File: src/rtl/inst_fetch_pkg.sv
// Shared types and constants for the instruction fetch unit and its prefetch queue.
package inst_fetch_pkg;

   localparam int INST_ADDR_W = 32;
   localparam int INST_W      = 32;

   localparam logic [INST_ADDR_W-1:0] ZERO_WORD = 32'h0000_0000;
   localparam logic [INST_ADDR_W-1:0] PC_STEP   = 32'h0000_0004;

   // FETCH: a request may be issued. DRAIN: a squashed request is still outstanding.
   typedef enum logic [0:0] {
      FETCH_ST_FETCH = 1'b0,
      FETCH_ST_DRAIN = 1'b1
   } fetch_st_e;

   // One prefetch queue entry: the fetch address and the word returned for it.
   typedef struct packed {
      logic [INST_ADDR_W-1:0] pc;
      logic [INST_W-1:0]      inst;
   } fetch_entry_t;

   // Force a redirect target onto a word boundary.
   function automatic logic [INST_ADDR_W-1:0] align_pc(input logic [INST_ADDR_W-1:0] pc);
      return {pc[INST_ADDR_W-1:2], 2'b00};
   endfunction

endpackage

File: src/rtl/inst_fetch_fifo.sv
// Prefetch queue: DEPTH entries of {pc, inst}, with push/pop/clear, occupancy count and
// empty/full flags. The head entry is presented combinationally on rdata.
module inst_fetch_fifo
   import inst_fetch_pkg::*;
#(
   parameter int DEPTH = 2
) (
   input  logic                         clk,
   input  logic                         rst,
   input  logic                         push,
   input  logic                         pop,
   input  logic                         clear,
   input  fetch_entry_t                 wdata,
   output fetch_entry_t                 rdata,
   output logic [$clog2(DEPTH+1)-1:0]   count,
   output logic                         empty,
   output logic                         full
);

   localparam int PW = $clog2(DEPTH);
   localparam int CW = $clog2(DEPTH + 1);
   localparam logic [PW-1:0] LAST_PTR = PW'(DEPTH - 1);
   localparam logic [CW-1:0] FULL_CNT = CW'(DEPTH);

   fetch_entry_t  mem_r [DEPTH];
   logic [PW-1:0] rd_ptr_r;
   logic [PW-1:0] wr_ptr_r;
   logic [CW-1:0] count_r;
   logic          do_push_s;
   logic          do_pop_s;

   // Pointer advance with wrap, so DEPTH need not be a power of two.
   function automatic logic [PW-1:0] ptr_inc(input logic [PW-1:0] ptr);
      logic [PW-1:0] nxt;
      if (ptr == LAST_PTR) begin
         nxt = {PW{1'b0}};
      end else begin
         nxt = ptr + PW'(1);
      end
      return nxt;
   endfunction

   // Qualify push/pop against occupancy; a push into a full queue is only legal alongside a pop.
   always_comb begin
      do_pop_s  = pop && (count_r != {CW{1'b0}});
      do_push_s = push && ((count_r != FULL_CNT) || do_pop_s);
   end

   // Pointer and occupancy bookkeeping; clear empties the queue regardless of push/pop.
   always_ff @(posedge clk or posedge rst) begin
      if (rst) begin
         rd_ptr_r <= {PW{1'b0}};
         wr_ptr_r <= {PW{1'b0}};
         count_r  <= {CW{1'b0}};
      end else if (clear) begin
         rd_ptr_r <= {PW{1'b0}};
         wr_ptr_r <= {PW{1'b0}};
         count_r  <= {CW{1'b0}};
      end else begin
         if (do_push_s) begin
            wr_ptr_r <= ptr_inc(wr_ptr_r);
         end
         if (do_pop_s) begin
            rd_ptr_r <= ptr_inc(rd_ptr_r);
         end
         case ({do_push_s, do_pop_s})
            2'b10:   count_r <= count_r + CW'(1);
            2'b01:   count_r <= count_r - CW'(1);
            default: count_r <= count_r;
         endcase
      end
   end

   // Entry storage; written at the tail on every accepted push.
   always_ff @(posedge clk or posedge rst) begin
      if (rst) begin
         for (int i = 0; i < DEPTH; i++) begin
            mem_r[i] <= '0;
         end
      end else if (do_push_s && !clear) begin
         mem_r[wr_ptr_r] <= wdata;
      end
   end

   assign rdata = mem_r[rd_ptr_r];
   assign count = count_r;
   assign empty = (count_r == {CW{1'b0}});
   assign full  = (count_r == FULL_CNT);

endmodule

File: src/rtl/inst_fetch.sv
// Instruction fetch unit: generates sequential PCs, fetches over a req/ack handshake with
// variable wait states, buffers words in a prefetch queue and presents the queue head to IF/ID.
// A flush redirects fetch; a request already in flight is drained and its data discarded.
module inst_fetch
   import inst_fetch_pkg::*;
#(
   parameter logic [INST_ADDR_W-1:0] RESET_PC = 32'h0000_0000,
   parameter int                     DEPTH    = 2
) (
   input  logic                   clk,
   input  logic                   rst,
   input  logic                   stall_i,
   input  logic                   flush_i,
   input  logic [INST_ADDR_W-1:0] new_pc_i,
   output logic                   mem_req_o,
   output logic [INST_ADDR_W-1:0] mem_addr_o,
   input  logic                   mem_ack_i,
   input  logic [INST_W-1:0]      mem_rdata_i,
   output logic                   if_valid_o,
   output logic [INST_ADDR_W-1:0] if_pc_o,
   output logic [INST_W-1:0]      if_inst_o
);

   localparam int CW = $clog2(DEPTH + 1);
   localparam logic [CW-1:0] DEPTH_CNT = CW'(DEPTH);

   fetch_st_e              state_r;
   fetch_st_e              state_next_s;
   logic                   req_r;
   logic                   req_next_s;
   logic [INST_ADDR_W-1:0] addr_r;
   logic [INST_ADDR_W-1:0] addr_next_s;
   logic [INST_ADDR_W-1:0] target_r;
   logic [INST_ADDR_W-1:0] target_next_s;
   logic [INST_ADDR_W-1:0] flush_pc_s;

   logic                   ack_s;
   logic                   push_s;
   logic                   pop_s;
   logic                   room_s;
   logic [CW-1:0]          count_s;
   logic [CW-1:0]          count_next_s;
   logic                   empty_s;
   logic                   full_s;
   fetch_entry_t           head_s;
   fetch_entry_t           push_data_s;

   inst_fetch_fifo #(
      .DEPTH (DEPTH)
   ) u_fifo (
      .clk   (clk),
      .rst   (rst),
      .push  (push_s),
      .pop   (pop_s),
      .clear (flush_i),
      .wdata (push_data_s),
      .rdata (head_s),
      .count (count_s),
      .empty (empty_s),
      .full  (full_s)
   );

   // Handshake qualification and queue control; an ack with no request pending is ignored.
   always_comb begin
      ack_s        = req_r && mem_ack_i;
      pop_s        = if_valid_o && !stall_i && !flush_i;
      push_s       = (state_r == FETCH_ST_FETCH) && ack_s && !flush_i && (!full_s || pop_s);
      flush_pc_s   = align_pc(new_pc_i);
      push_data_s  = {addr_r, mem_rdata_i};
      count_next_s = count_s + CW'(push_s) - CW'(pop_s);
      room_s       = (count_next_s < DEPTH_CNT);
   end

   // Present the queue head to IF/ID, substituting a zero word (NOP) when empty.
   always_comb begin
      if_valid_o = !empty_s;
      if (if_valid_o) begin
         if_pc_o   = head_s.pc;
         if_inst_o = head_s.inst;
      end else begin
         if_pc_o   = ZERO_WORD;
         if_inst_o = ZERO_WORD;
      end
   end

   // State, request and address registers.
   always_ff @(posedge clk or posedge rst) begin
      if (rst) begin
         state_r  <= FETCH_ST_FETCH;
         req_r    <= 1'b0;
         addr_r   <= RESET_PC;
         target_r <= RESET_PC;
      end else begin
         state_r  <= state_next_s;
         req_r    <= req_next_s;
         addr_r   <= addr_next_s;
         target_r <= target_next_s;
      end
   end

   // Next-state: enter DRAIN when a flush squashes a request that has not yet been acked.
   always_comb begin
      state_next_s = state_r;
      case (state_r)
         FETCH_ST_FETCH: begin
            if (flush_i && req_r && !ack_s) begin
               state_next_s = FETCH_ST_DRAIN;
            end else begin
               state_next_s = FETCH_ST_FETCH;
            end
         end
         FETCH_ST_DRAIN: begin
            if (flush_i) begin
               state_next_s = FETCH_ST_DRAIN;
            end else if (ack_s) begin
               state_next_s = FETCH_ST_FETCH;
            end else begin
               state_next_s = FETCH_ST_DRAIN;
            end
         end
         default: state_next_s = FETCH_ST_FETCH;
      endcase
   end

   // Next request/address: hold while a request waits, advance on ack, retarget on flush.
   always_comb begin
      req_next_s    = req_r;
      addr_next_s   = addr_r;
      target_next_s = target_r;
      case (state_r)
         FETCH_ST_FETCH: begin
            if (flush_i) begin
               target_next_s = flush_pc_s;
               if (req_r && !ack_s) begin
                  req_next_s  = req_r;
                  addr_next_s = addr_r;
               end else begin
                  req_next_s  = 1'b1;
                  addr_next_s = flush_pc_s;
               end
            end else if (ack_s) begin
               addr_next_s = addr_r + PC_STEP;
               req_next_s  = room_s;
            end else if (!req_r) begin
               req_next_s  = room_s;
            end else begin
               req_next_s  = req_r;
            end
         end
         FETCH_ST_DRAIN: begin
            if (flush_i) begin
               target_next_s = flush_pc_s;
            end else if (ack_s) begin
               req_next_s  = 1'b1;
               addr_next_s = target_r;
            end else begin
               req_next_s  = req_r;
            end
         end
         default: begin
            req_next_s    = 1'b0;
            addr_next_s   = RESET_PC;
            target_next_s = RESET_PC;
         end
      endcase
   end

   assign mem_req_o  = req_r;
   assign mem_addr_o = addr_r;

endmodule

File: config.mk
export PLATFORM = sky130hd
export DESIGN_NAME = inst_fetch
export DESIGN_NICKNAME = d
export VERILOG_FILES = /design/src/rtl/inst_fetch_pkg.sv /design/src/rtl/inst_fetch_fifo.sv /design/src/rtl/inst_fetch.sv
export SDC_FILE = /design/constraint.sdc
export NUM_CORES = 1
export LEC_CHECK = 0
export BUFFER_PORTS_ARGS = -buffer_cell sky130_fd_sc_hd__buf_4
export CAP_MARGIN = 15
export CORE_UTILIZATION = 51
export CTS_CLUSTER_SIZE = 28
export DETAILED_ROUTE_END_ITERATION = 6
export GPL_TIMING_DRIVEN = 0
export PLACE_DENSITY = 0.81
export SYNTH_ARGS = -nofsm -noshare
export SYNTH_HDL_FRONTEND = slang
export SYNTH_SLANG_ARGS = --single-unit
export TNS_END_PERCENT = 100
File: constraint.sdc
create_clock -name clk -period 6.3 [get_ports clk]
set_input_delay 1.26 -clock clk [delete_from_list [all_inputs] [get_ports clk]]
set_output_delay 1.26 -clock clk [all_outputs]
set_load 0.02 [all_outputs]
; ---- Word level (Yosys, flattened, before mapping)
; Cells that the tools add are included.
[totals]
ff_bits = 198
inputBits = 69
output_inout_bits = 98
wordCells = 94
[classes]
add_sub_neg = 7
magnitude_cmp = 4
n_eq_ne = 8
muxes = 34
bitwise = 3
reduce_logical = 27
[op_table]
columns = cell, n
row1 = $mux 32, 8
row2 = $mux 64, 4
row3 = $bwmux 128, 1
row4 = $demux 64 s1, 1
row5 = $pmux 32 s2, 1
row6 = $add 32x3->32 const B, 1
row7 = $mux 1, 15
row8 = $logic_and 1x1->1, 13
row9 = $ne 3x3->1 const B, 2
row10 = $reduce_bool 2->1, 3
row11 = $logic_not 1->1, 5
row12 = $eq 2x2->1 const B, 2
row13 = $ge 2x2->1 const B, 2
row14 = $ne 2x2->1 const B, 2
row15 = $not 1->2, 2
row16 = $pmux 1 s2, 2
row17 = $pmux 2 s2, 1
row18 = $reduce_and 4->1, 1
row19 = $reduce_and 3->1, 1
row20 = $reduce_bool 3->1, 1
row21 = $add 1x1->1 const B, 2
row22 = $add 2x1->2, 1
row23 = $add 2x1->2 const B, 1
row24 = $eq 2x1->1 const B, 1
row25 = 9 further kinds, 10

; ---- Longest topological paths before layout
; Gate-level depths: netlist of the first run.
[depth]
ltp_word = 13
depth_mapped = 8
depth_no_buf = 6

; ---- Modules after synthesis
; From an unflattened synthesis of the first run, not the netlist that was laid out.
[hier_totals]
hier_cells = 873
hier_area_um2 = 9889.5
[modules_own_cells]
columns = module, instances, cells_each, area_per_inst_um2, seq_area_each_um2
row1 = inst_fetch_fifo, 1, 368, 5924.4, 3303.2
row2 = inst_fetch, 1, 505, 3965.1, 1551.5

; ---- Worst setup path before layout of the first run
; OpenSTA, ideal clock, no wires.
[synth_path]
kind = register -> output
startpoint = register u_fifo.rd_ptr_r
endpoint = output if_inst_o[0]
arrival_time_ps = 1523
required_ps = 5040
setup_slack_ps = 3517
stages_incl_launch_ff = 5
n_path_buf = 2
path_cell_list = dfrtp_1 clkbuf_1 buf_1 mux2i_1 nor2_1
[synth_between]
elab_chain_cells = 5
[synth_rtl]
columns = element, line
row1 = "start, declared", inst_fetch_fifo.sv:26  ; logic [PW-1:0] rd_ptr_r;
row2 = "start signal, assigned", inst_fetch_fifo.sv:52  ; rd_ptr_r <= {PW{1'b0}};
row3 = "start signal, assigned", inst_fetch_fifo.sv:56  ; rd_ptr_r <= {PW{1'b0}};
row4 = "start signal, assigned", inst_fetch_fifo.sv:64  ; rd_ptr_r <= ptr_inc(rd_ptr_r);
row5 = $not 1->2 (implied by the code), inst_fetch_fifo.sv:85  ; assign rdata = mem_r[rd_ptr_r];
row6 = $mux 64 (implied by the code) (3 in series), inst_fetch_fifo.sv:85
row7 = $mux 32, inst_fetch.sv:77  ; if (if_valid_o) begin
row8 = "end, declared", inst_fetch.sv:21  ; output logic [INST_W-1:0] if_inst_o
; Every way passes these cells. The select of a mux whose other input is x is not followed.

; ---- Worst setup path in the final report of the first run
[layout_path]
startpoint = register u_fifo.count_r[0], in the netlist u_fifo.count[0]
endpoint = output if_pc_o[29]
[layout_between]
elab_chain_cells = 2
[layout_rtl]
columns = element, line
row1 = "start, declared", inst_fetch_fifo.sv:28  ; logic [CW-1:0] count_r;
row2 = "start signal, assigned", inst_fetch_fifo.sv:54  ; count_r <= {CW{1'b0}};
row3 = "start signal, assigned", inst_fetch_fifo.sv:58  ; count_r <= {CW{1'b0}};
row4 = "start signal, assigned", inst_fetch_fifo.sv:67  ; 2'b10: count_r <= count_r + CW'(1);
row5 = $logic_not 2->1, inst_fetch_fifo.sv:87  ; assign empty = (count_r == {CW{1'b0}});
row6 = $mux 32, inst_fetch.sv:77
row7 = "end, declared", inst_fetch.sv:20  ; output logic [INST_ADDR_W-1:0] if_pc_o,
; Every way passes these cells.

==> impl_metrics.json, run 1 <==
{
  "power_frac_clock": 0.260,
  "drc_errors": 0,
  "synth_xor_area_frac": 0.00469,
  "synth_seq_cells": 190,
  "cts_tree": "built",
  "fp.dieW_um": 137,
  "r2r_start": "mem_req_o",
  "drive_gt1_frac": 0.341,
  "p_seq_frac": 0.464,
  "netlist.area_leader.share": 0.510,
  "final_area_um2": 11500,
  "cts-htree-levels": 4,
  "hold_class": "flop to flop",
  "drt_first_pass_iters": 5,
  "root_buffer": "clkbuf_16",
  "area_growth_pct": 23.1,
  "r2r-end": "mem_addr_o[29]",
  "clockBufferDepth": 2,
  "antenna_found_initial": 0,
  "criticalPathCategory": "flop to primary output",
  "fin_crit_sh": 0.588,
  "routed_wl_um": 23600,
  "post_drt_wl_per_cell_um": 18.4,
  "max_freq_ghz": 0.270,
  "fin_skew_ns": 0.0102,
  "seq_area_frac_synth": 0.510,
  "fillers": 1457,
  "p_leak_uw": 0.00520,
  "finalPower_uw": 3960,
  "grt-ovfl-total": 0,
  "placeableCoreArea_um2": 18000,
  "crit_arrival_ns": 2.44,
  "internal_power_uw": 2670,
  "yosysUniqueCellTypes": 64,
  "tns_ns": 0,
  "vias_per_cell": 5.73,
  "io_pins": 167,
  "r2r_slack_ns": 3.78,
  "cpMaxStageDelayCell": "clkbuf_1",
  "p_switching_uw": 1290,
  "cp_slowest_stage_delay_ns": 0.48,
  "clkLatencyLatePin_ns": 0.44,
  "grt_use_total": 0.261,
  "cts_sinks": 190,
  "max-cap-violations": 0,
  "synthAdderAreaFrac": 0.00134,
  "synth_edf_count": 0,
  "cts_resized": 0,
  "nNetsFinal": 1112,
  "port_buffers": 159,
  "grt_first_pass_wirelength_um": 37200,
  "synthMuxAreaShare": 0.226,
  "r2r_cells": 6,
  "post-route-util": 0.639,
  "vias": 7352,
  "routabilityCongestion": 0.877,
  "min_path_cells": 2,
  "cp_max_fo": 10,
  "place_inst": 1252,
  "period_needed_ns": 3.70,
  "antenna_left": 0,
  "syn_area_um2": 9330,
  "drt_iter0_drc": 561,
  "p_comb_frac": 0.276,
  "grt_setup_unrepaired": "false",
  "cts_inserted_buffers": 17,
  "die_area_um2": 18800,
  "worst-path-buf-inv": 4,
  "status": "finished clean",
  "diodes": 0,
  "start_util": 0.519,
  "startpoint": "u_fifo.count[0]",
  "synth_top_family_by_area": "multiplexers",
  "cts_hold_buf": 0,
  "grt_max_degree": 44,
  "avgSynthCellArea_um2": 10.9,
  "synthArstFlopShare": 1.00,
  "synth_area_leaders": "dfrtp_1 (51%), mux2_2 (15%), mux2i_1 (7.3%)",
  "synth_top_cell_by_area": "dfrtp_1",
  "cts.reportedPaths.clkPinSlew_ns": 0.07,
  "setup_viol": 0,
  "worstSetupEndpoint": "if_pc_o[29]",
  "ys_warn_count": 0,
  "critPathLaunchType": "flop",
  "stdcell_count": 1282,
  "final_hold_viol_count": 0,
  "peakVddDrop_mv": 0.223,
  "critPathTopFamily": "buffers and inverters",
  "crit_chain": "clkbuf_1 -> nor2_1 -> clkbuf_1 -> buf_1 -> nor2_1 -> buf_4",
  "power.density_nw_per_um2": 345,
  "die_h_um": 137,
  "cp-end-kind": "primary output",
  "placementRows": 49,
  "cp.depth": 6,
  "hpwl_um": 17000,
  "slew_viol_final": 0,
  "yosys.area_share.simple": 0.110,
  "postCtsSetupBuffers": 0,
  "switching_share": 0.326,
  "synth_compound_area_frac": 0.0978,
  "syn_inst": 856,
  "synthFlopType": "dfrtp_1",
  "grt_pass1_vias": 7112,
  "cp_data_required_time_ns": 5.04,
  "worst_slew_pin_slew_ns": 1.03,
  "dpl-instance-area_um2": 10900,
  "slew_headroom": 0.306
}
sequential cells by signal, summed over array words and instances (netlist names):
register         cells
mem_addr_o          30
mem_req_o            1
state_r              1
target_r            30
u_fifo.count         2
u_fifo.mem_r       124
u_fifo.rd_ptr_r      1
u_fifo.wr_ptr_r      1
layer usage:
layer	share of wire	track usage
met3	0.077	0.0449
met4	0.027	0.101
met5	0	0
met1	0.42	0.355
met2	0.47	0.416
through the flow:
| step | setup slack (ns) | hold WS, ns |
|---|---|---|
| floorplan | 2.59 | 0.450 |
| detailed placement | 2.99 | 0.476 |
| global route | 2.41 | 0.522 |
| global placement | 1.45 | 0.464 |
| CTS | 2.54 | 0.491 |
| finish | 2.60 | 0.485 |
worst reg2reg max path: stages, from the launching register on:
cell and delay, ns:
dfrtp_1 0.46, and2b_2 0.25, a211oi_1 0.85, buf_2 0.39, o211ai_1 0.19, o21ai_0 0.12
o311ai_0 0.14
power groups by stage:
stage / Combinational (µW) / Sequential, µW / Clock (µW)
CTS: 1100 / 1830 / 1040
detailed placement: 1090 / 1860 / 0
global route: 1200 / 1890 / 1090
floorplan: 690 / 1840 / 0
global placement: 1050 / 1830 / 0
finish: 1100 / 1840 / 1030
cells by family (layout without fill, tap and decap cells):
group | count (synthesis) | in the layout
xor+xnor | 5 | 5
compound gates | 148 | 148
flops | 190 | 190
buf+inv | 99 | 293
simple gates | 217 | 217
mux | 195 | 195
other cells | 1 | 4
fa+ha+maj | 1 | 1
worst min path at each step:
stage                      from          endpoint  slack, ns
2_1_floorplan  u_fifo.mem_r[37]  u_fifo.mem_r[37]       0.45
3_3_place_gp   u_fifo.mem_r[54]  u_fifo.mem_r[54]       0.46
3_5_place_dp   u_fifo.mem_r[61]  u_fifo.mem_r[61]       0.48
4_1_cts        u_fifo.mem_r[61]  u_fifo.mem_r[61]       0.49
5_1_grt        u_fifo.mem_r[49]  u_fifo.mem_r[49]       0.52
6_report       u_fifo.mem_r[61]  u_fifo.mem_r[61]       0.48
layout make-up:
cell class	instances	area (µm²)	share of cell area
sequential	190	4750	0.414
multi-input combinational	570	4120	0.359
timing repair buffer	164	1290	0.113
clock buffer	18	439	0.0383
buffer	63	333	0.0290
tap	229	287	0.0250
inverter	36	139	0.0121
clock inverter	12	116	0.0101
synth_stat cells (3+ instances only):
cell	instances
o21ai_0	62
buf_4	10
a31oi_1	3
nand4_1	8
a211oi_1	6
nand2_1	61
a21oi_1	29
o31a_1	5
nand3_1	15
and2_1	4
buf_2	10
mux2_2	127
nor3_1	8
xor2_1	4
clkbuf_8	3
a211o_1	3
and3_1	4
or3_1	5
dfrtp_1	190
buf_1	11
nor4_1	7
o211ai_1	6
o22ai_1	9
nor2_1	88
inv_1	35
mux2i_1	68
clkbuf_1	26
placed cells by master, fill, tap and decap left out, types with 3 or more instances in the layout:
cell type,Yosys,layout
a211o_1,3,3
a211oi_1,6,6
a21oi_1,29,29
a31oi_1,3,3
and2_1,4,4
and3_1,4,4
buf_1,11,11
buf_12,0,5
buf_2,10,10
buf_4,10,169
clkbuf_1,26,26
clkbuf_16,0,17
clkbuf_8,3,4
clkinv_4,0,3
clkinvlp_4,0,5
conb_1,1,4
dfrtp_1,190,190
inv_1,35,34
mux2_2,127,127
mux2i_1,68,68
nand2_1,61,61
nand3_1,15,15
nand4_1,8,8
nor2_1,88,88
nor3_1,8,8
nor4_1,7,7
o211ai_1,6,6
o21ai_0,62,62
o22ai_1,9,9
o31a_1,5,5
or3_1,5,5
xor2_1,4,4
Power figures use the tool's default switching activity.
==> run 2: changes to the inputs <==
--- a/config.mk
+++ b/config.mk
@@ -7,11 +7,11 @@
 export LEC_CHECK = 0
 export BUFFER_PORTS_ARGS = -buffer_cell sky130_fd_sc_hd__buf_4
 export CAP_MARGIN = 15
-export CORE_UTILIZATION = 51
+export CORE_UTILIZATION = 55
 export CTS_CLUSTER_SIZE = 28
 export DETAILED_ROUTE_END_ITERATION = 6
 export GPL_TIMING_DRIVEN = 0
-export PLACE_DENSITY = 0.81
+export PLACE_DENSITY = 0.83
 export SYNTH_ARGS = -nofsm -noshare
 export SYNTH_HDL_FRONTEND = slang
 export SYNTH_SLANG_ARGS = --single-unit
==> constraint.sdc (replaced) <==
create_clock -name clk -period 3.6 [get_ports clk]
set_input_delay 0.72 -clock clk [delete_from_list [all_inputs] [get_ports clk]]
set_output_delay 0.72 -clock clk [all_outputs]
set_load 0.02 [all_outputs]
==> impl_metrics.json, run 2 (synthesized netlist as in run 1, its figures left out) <==
{
  "placementRows": 47,
  "routabilityCongestion": 0.916,
  "crit_chain": "clkbuf_1 -> buf_1 -> mux2i_1 -> nor2_1 -> buf_4",
  "port_buffers": 159,
  "hold_class": "input pin to asynchronous set/reset pin",
  "power.density_nw_per_um2": 611,
  "cts_tree": "built",
  "drt_iter0_drc": 539,
  "cp_slowest_stage_delay_ns": 0.69,
  "vias": 7379,
  "cp-end-kind": "primary output",
  "diodes": 0,
  "die_h_um": 132,
  "drt_first_pass_iters": 5,
  "cts_sinks": 190,
  "grt-ovfl-total": 0,
  "cts.reportedPaths.clkPinSlew_ns": 0.06,
  "cts_hold_buf": 0,
  "post-route-util": 0.696,
  "cp_max_fo": 10,
  "fin_skew_ns": 0.0101,
  "largest_reg_flops": 124,
  "peakVddDrop_mv": 0.394,
  "critPathLaunchType": "flop",
  "layout_commonest_cell": "dfrtp_1",
  "root_buffer": "clkbuf_16",
  "nNetsFinal": 1113,
  "area_growth_pct": 23.8,
  "post_drt_wl_per_cell_um": 18.2,
  "cts-htree-levels": 4,
  "status": "finished clean",
  "period_needed_ns": 3.19,
  "dpl-instance-area_um2": 10900,
  "final_hold_viol_count": 0,
  "cts_resized": 0,
  "cts_inserted_buffers": 17,
  "regMostFlops": "u_fifo.mem_r",
  "drive_gt1_frac": 0.342,
  "p_leak_uw": 0.00524,
  "vias_per_cell": 5.78,
  "tns_ns": 0,
  "max_freq_ghz": 0.313,
  "antenna_found_initial": 0,
  "worst-path-buf-inv": 3,
  "start_util": 0.563,
  "cp_data_required_time_ns": 2.88,
  "grt_max_degree": 39,
  "antenna_left": 0,
  "grt_pass1_vias": 7231,
  "fp.dieW_um": 132,
  "drc_errors": 0,
  "grt_use_total": 0.280,
  "fin_ws_ns": 0.409,
  "worst_slew_pin_slew_ns": 0.826,
  "mostFrequentLayoutCells": "dfrtp_1 (190), buf_4 (169), mux2_2 (127), nor2_1 (88), mux2i_1 (68)",
  "max-cap-violations": 0,
  "fin_crit_sh": 0.886,
  "hpwl_um": 16700,
  "setup_viol": 0,
  "slew_viol_final": 0,
  "placeableCoreArea_um2": 16600,
  "slew_headroom": 0.449,
  "criticalPathCategory": "flop to primary output",
  "final_area_um2": 11500,
  "clockBufferDepth": 2,
  "die_area_um2": 17500,
  "clkLatencyLatePin_ns": 0.43,
  "postCtsSetupBuffers": 0,
  "holdWs_ns": 0.329,
  "routed_wl_um": 23200,
  "crit_arrival_ns": 2.47,
  "critPathTopFamily": "buffers and inverters",
  "io_pins": 167,
  "place_ws_ns": 0.841,
  "cpMaxStageDelayCell": "buf_1",
  "grt_first_pass_wirelength_um": 38200,
  "grt_setup_unrepaired": "false"
}
[run 2: power breakdown]
| part | total (µW) | switching [µW] | internal (µW) |
|---|---|---|---|
| registers | 3220 | 468 | 2750 |
| clock network | 1920 | 801 | 1110 |
| logic | 1920 | 964 | 956 |
[run 2: path summary, 6_finish.rpt]
check / slack [ns] / cells after the start / end / start
max in group asynchronous: 2.07 / 6 / u_fifo.mem_r[41] / rst
min in group clk: 0.49 / 2 / u_fifo.mem_r[50] / u_fifo.mem_r[50]
worst max register to register: 1.28 / 6 / mem_addr_o[20] / mem_addr_o[2]
worst min-delay path: 0.33 / 2 / u_fifo.mem_r[10] / rst
worst max-delay path: 0.41 / 5 / if_pc_o[29] / u_fifo.rd_ptr_r
worst min register to register: 0.49 / 2 / u_fifo.mem_r[50] / u_fifo.mem_r[50]
[run 2: worst register-to-register path, delay by kind of cell, from the launching register on]
kind | cells | cell delay [ns]
flip-flops | 1 | 0.54
adder cells (fa/ha/maj) | 1 | 0.27
AND/OR/NAND/NOR | 4 | 1.26
AO/OA/AOI/OAI | 1 | 0.17
[run 2: layout make-up]
type                            count  area [µm²]
Clock inverter                      9         108
Timing Repair Buffer              165        1320
Sequential cell                   190        4750
Tap cell                          220         275
Multi-Input combinational cell    570        4120
Clock buffer                       23         498
Fill cell                        1286        5040
Inverter                           36         139
Buffer                             63         333
[run 2: routing by layer]
layer / part of all wire / vias to the layer above / track usage
li1: - / 3396 / -
met1: 0.43 / 3592 / 0.386
met2: 0.47 / 336 / 0.444
met3: 0.075 / 55 / 0.0519
met4: 0.026 / 0 / 0.102
met5: 0 / - / 0
[run 2: per-stage QoR]
step                cells  power [µW]
floorplan             859        4420
global placement     1238        5050
detailed placement   1244        5160
CTS                  1276        7070
global route         1276        7420
finish               1276        7050
==> run 3: changes to the inputs <==
--- a/config.mk
+++ b/config.mk
@@ -5,13 +5,13 @@
 export SDC_FILE = /design/constraint.sdc
 export NUM_CORES = 1
 export LEC_CHECK = 0
-export BUFFER_PORTS_ARGS = -buffer_cell sky130_fd_sc_hd__buf_4
 export CAP_MARGIN = 15
 export CORE_UTILIZATION = 55
 export CTS_CLUSTER_SIZE = 28
 export DETAILED_ROUTE_END_ITERATION = 6
+export DONT_BUFFER_PORTS = 1
 export GPL_TIMING_DRIVEN = 0
-export PLACE_DENSITY = 0.83
+export PLACE_DENSITY = 0.74
 export SYNTH_ARGS = -nofsm -noshare
 export SYNTH_HDL_FRONTEND = slang
 export SYNTH_SLANG_ARGS = --single-unit
==> impl_metrics.json, run 3 (synthesized netlist as in run 1, its figures left out) <==
{
  "status": "finished, violations left",
  "violations": "DRC",
  "fin_crit_sh": 0.906,
  "crit_arrival_ns": 2.54,
  "r2r_slack_ns": 0.99,
  "mostFrequentLayoutCells": "dfrtp_1 (190), mux2_2 (127), nor2_1 (88), mux2i_1 (68), o21ai_0 (62)",
  "port_buffers": 0,
  "grt_setup_unrepaired": "false",
  "stdcell_count": 1117,
  "root_buffer": "clkbuf_16",
  "clkLatencyLatePin_ns": 0.43,
  "layout_commonest_cell": "dfrtp_1",
  "hpwl_um": 16500,
  "hold_class": "input pin to asynchronous set/reset pin",
  "start_util": 0.563,
  "final_hold_viol_count": 0,
  "placementRows": 47,
  "ff_latch_area_um2": 4750,
  "r2r_start": "mem_req_o",
  "area_growth_pct": 11.3,
  "grt_use_total": 0.272,
  "nNetsFinal": 954,
  "drive_gt1_frac": 0.226,
  "worst_slew_pin_slew_ns": 0.940,
  "cp_max_fo": 10,
  "cts_tree": "built",
  "max_freq_ghz": 0.307,
  "tns_ns": 0,
  "regMostFlops": "u_fifo.mem_r",
  "cp-end-kind": "primary output",
  "slew_headroom": 0.370,
  "antenna_left": 0,
  "startpoint": "u_fifo.rd_ptr_r",
  "grt_max_degree": 42,
  "cts_inserted_buffers": 17,
  "cts.reportedPaths.clkPinSlew_ns": 0.07,
  "die_area_um2": 17500,
  "power.density_nw_per_um2": 658,
  "placeableCoreArea_um2": 16600,
  "setup_viol": 0,
  "r2r-end": "mem_addr_o[30]",
  "period_needed_ns": 3.26,
  "p_leak_uw": 0.00445,
  "routabilityCongestion": 0.875,
  "place_inst": 1085,
  "largest_reg_flops": 124,
  "antenna_found_initial": 1,
  "cts_resized": 0,
  "grt_pass1_vias": 6456,
  "multi_input_area_um2": 4120,
  "routed_wl_um": 23000,
  "worstSetupEndpoint": "if_pc_o[29]",
  "cp_data_required_time_ns": 2.88,
  "post_drt_wl_per_cell_um": 20.5,
  "cts_hold_buf": 0,
  "fillers": 1346,
  "drt_first_pass_iters": 7,
  "drc_errors": 3,
  "vias": 6761,
  "cts-htree-levels": 4,
  "grt_first_pass_wirelength_um": 36300,
  "criticalPathCategory": "flop to primary output",
  "r2r_cells": 6,
  "clockBufferDepth": 2,
  "drt_iter0_drc": 410,
  "fp.dieW_um": 132,
  "max-cap-violations": 0,
  "vias_per_cell": 6.05,
  "grt-ovfl-total": 0,
  "slew_viol_final": 0,
  "peakVddDrop_mv": 0.414,
  "io_pins": 167,
  "cts_sinks": 190,
  "fin_skew_ns": 0.00759,
  "die_h_um": 132,
  "diodes": 0,
  "critPathLaunchType": "flop",
  "postCtsSetupBuffers": 0
}
-- run 3: worst min path at each step --
stage,start,to,cells past startpoint
after floorplan,u_fifo.mem_r[37],u_fifo.mem_r[37],2
after global placement,u_fifo.mem_r[54],u_fifo.mem_r[54],2
after detailed placement,u_fifo.mem_r[61],u_fifo.mem_r[61],2
after CTS,rst,u_fifo.mem_r[117],1
after global routing,rst,u_fifo.mem_r[60],1
final,rst,u_fifo.mem_r[64],1
-- run 3: stage by stage --
step                      utilization  hold slack, ns  instance area [µm²]  setup slack [ns]  total power, µW
after global placement          0.580           0.463                 9620            -0.616             4760
after CTS                       0.626           0.153                10400             0.322             6860
final                           0.626           0.163                10400             0.338             6830
after floorplan                     -           0.450                 9340             0.432             4420
after detailed placement        0.588           0.481                 9750             0.806             4860
after global routing            0.626           0.166                10400             0.188             7180
-- run 3: per-layer routing --
metal,GRT usage,vias to the layer above,wire (µm)
met5,0,-,11
met4,0.0830,2,431
met3,0.0804,42,1850
met2,0.421,289,10800
met1,0.372,3346,9840
li1,-,3082,-
-- run 3: critical path, stage by stage (launching register included) --
cell and delay [ns]:
dfrtp_1 0.32, clkbuf_1 0.48, buf_1 0.67, mux2i_1 0.19
nor2_1 0.45
-- run 3: cell type report --
class                           count  share of cell area
Multi-Input combinational cell    570               0.397
Buffer                             63              0.0321
Tap cell                          220              0.0265
Clock buffer                       21              0.0463
Timing Repair Buffer                6              0.0123
Inverter                           36              0.0134
Sequential cell                   190               0.458
Clock inverter                     11              0.0149
-- run 3: power breakdown --
group | total (µW) | internal, µW | switching (µW)
Combinational | 1470 | 712 | 763
Sequential | 3360 | 2750 | 610
Clock | 2000 | 1180 | 828
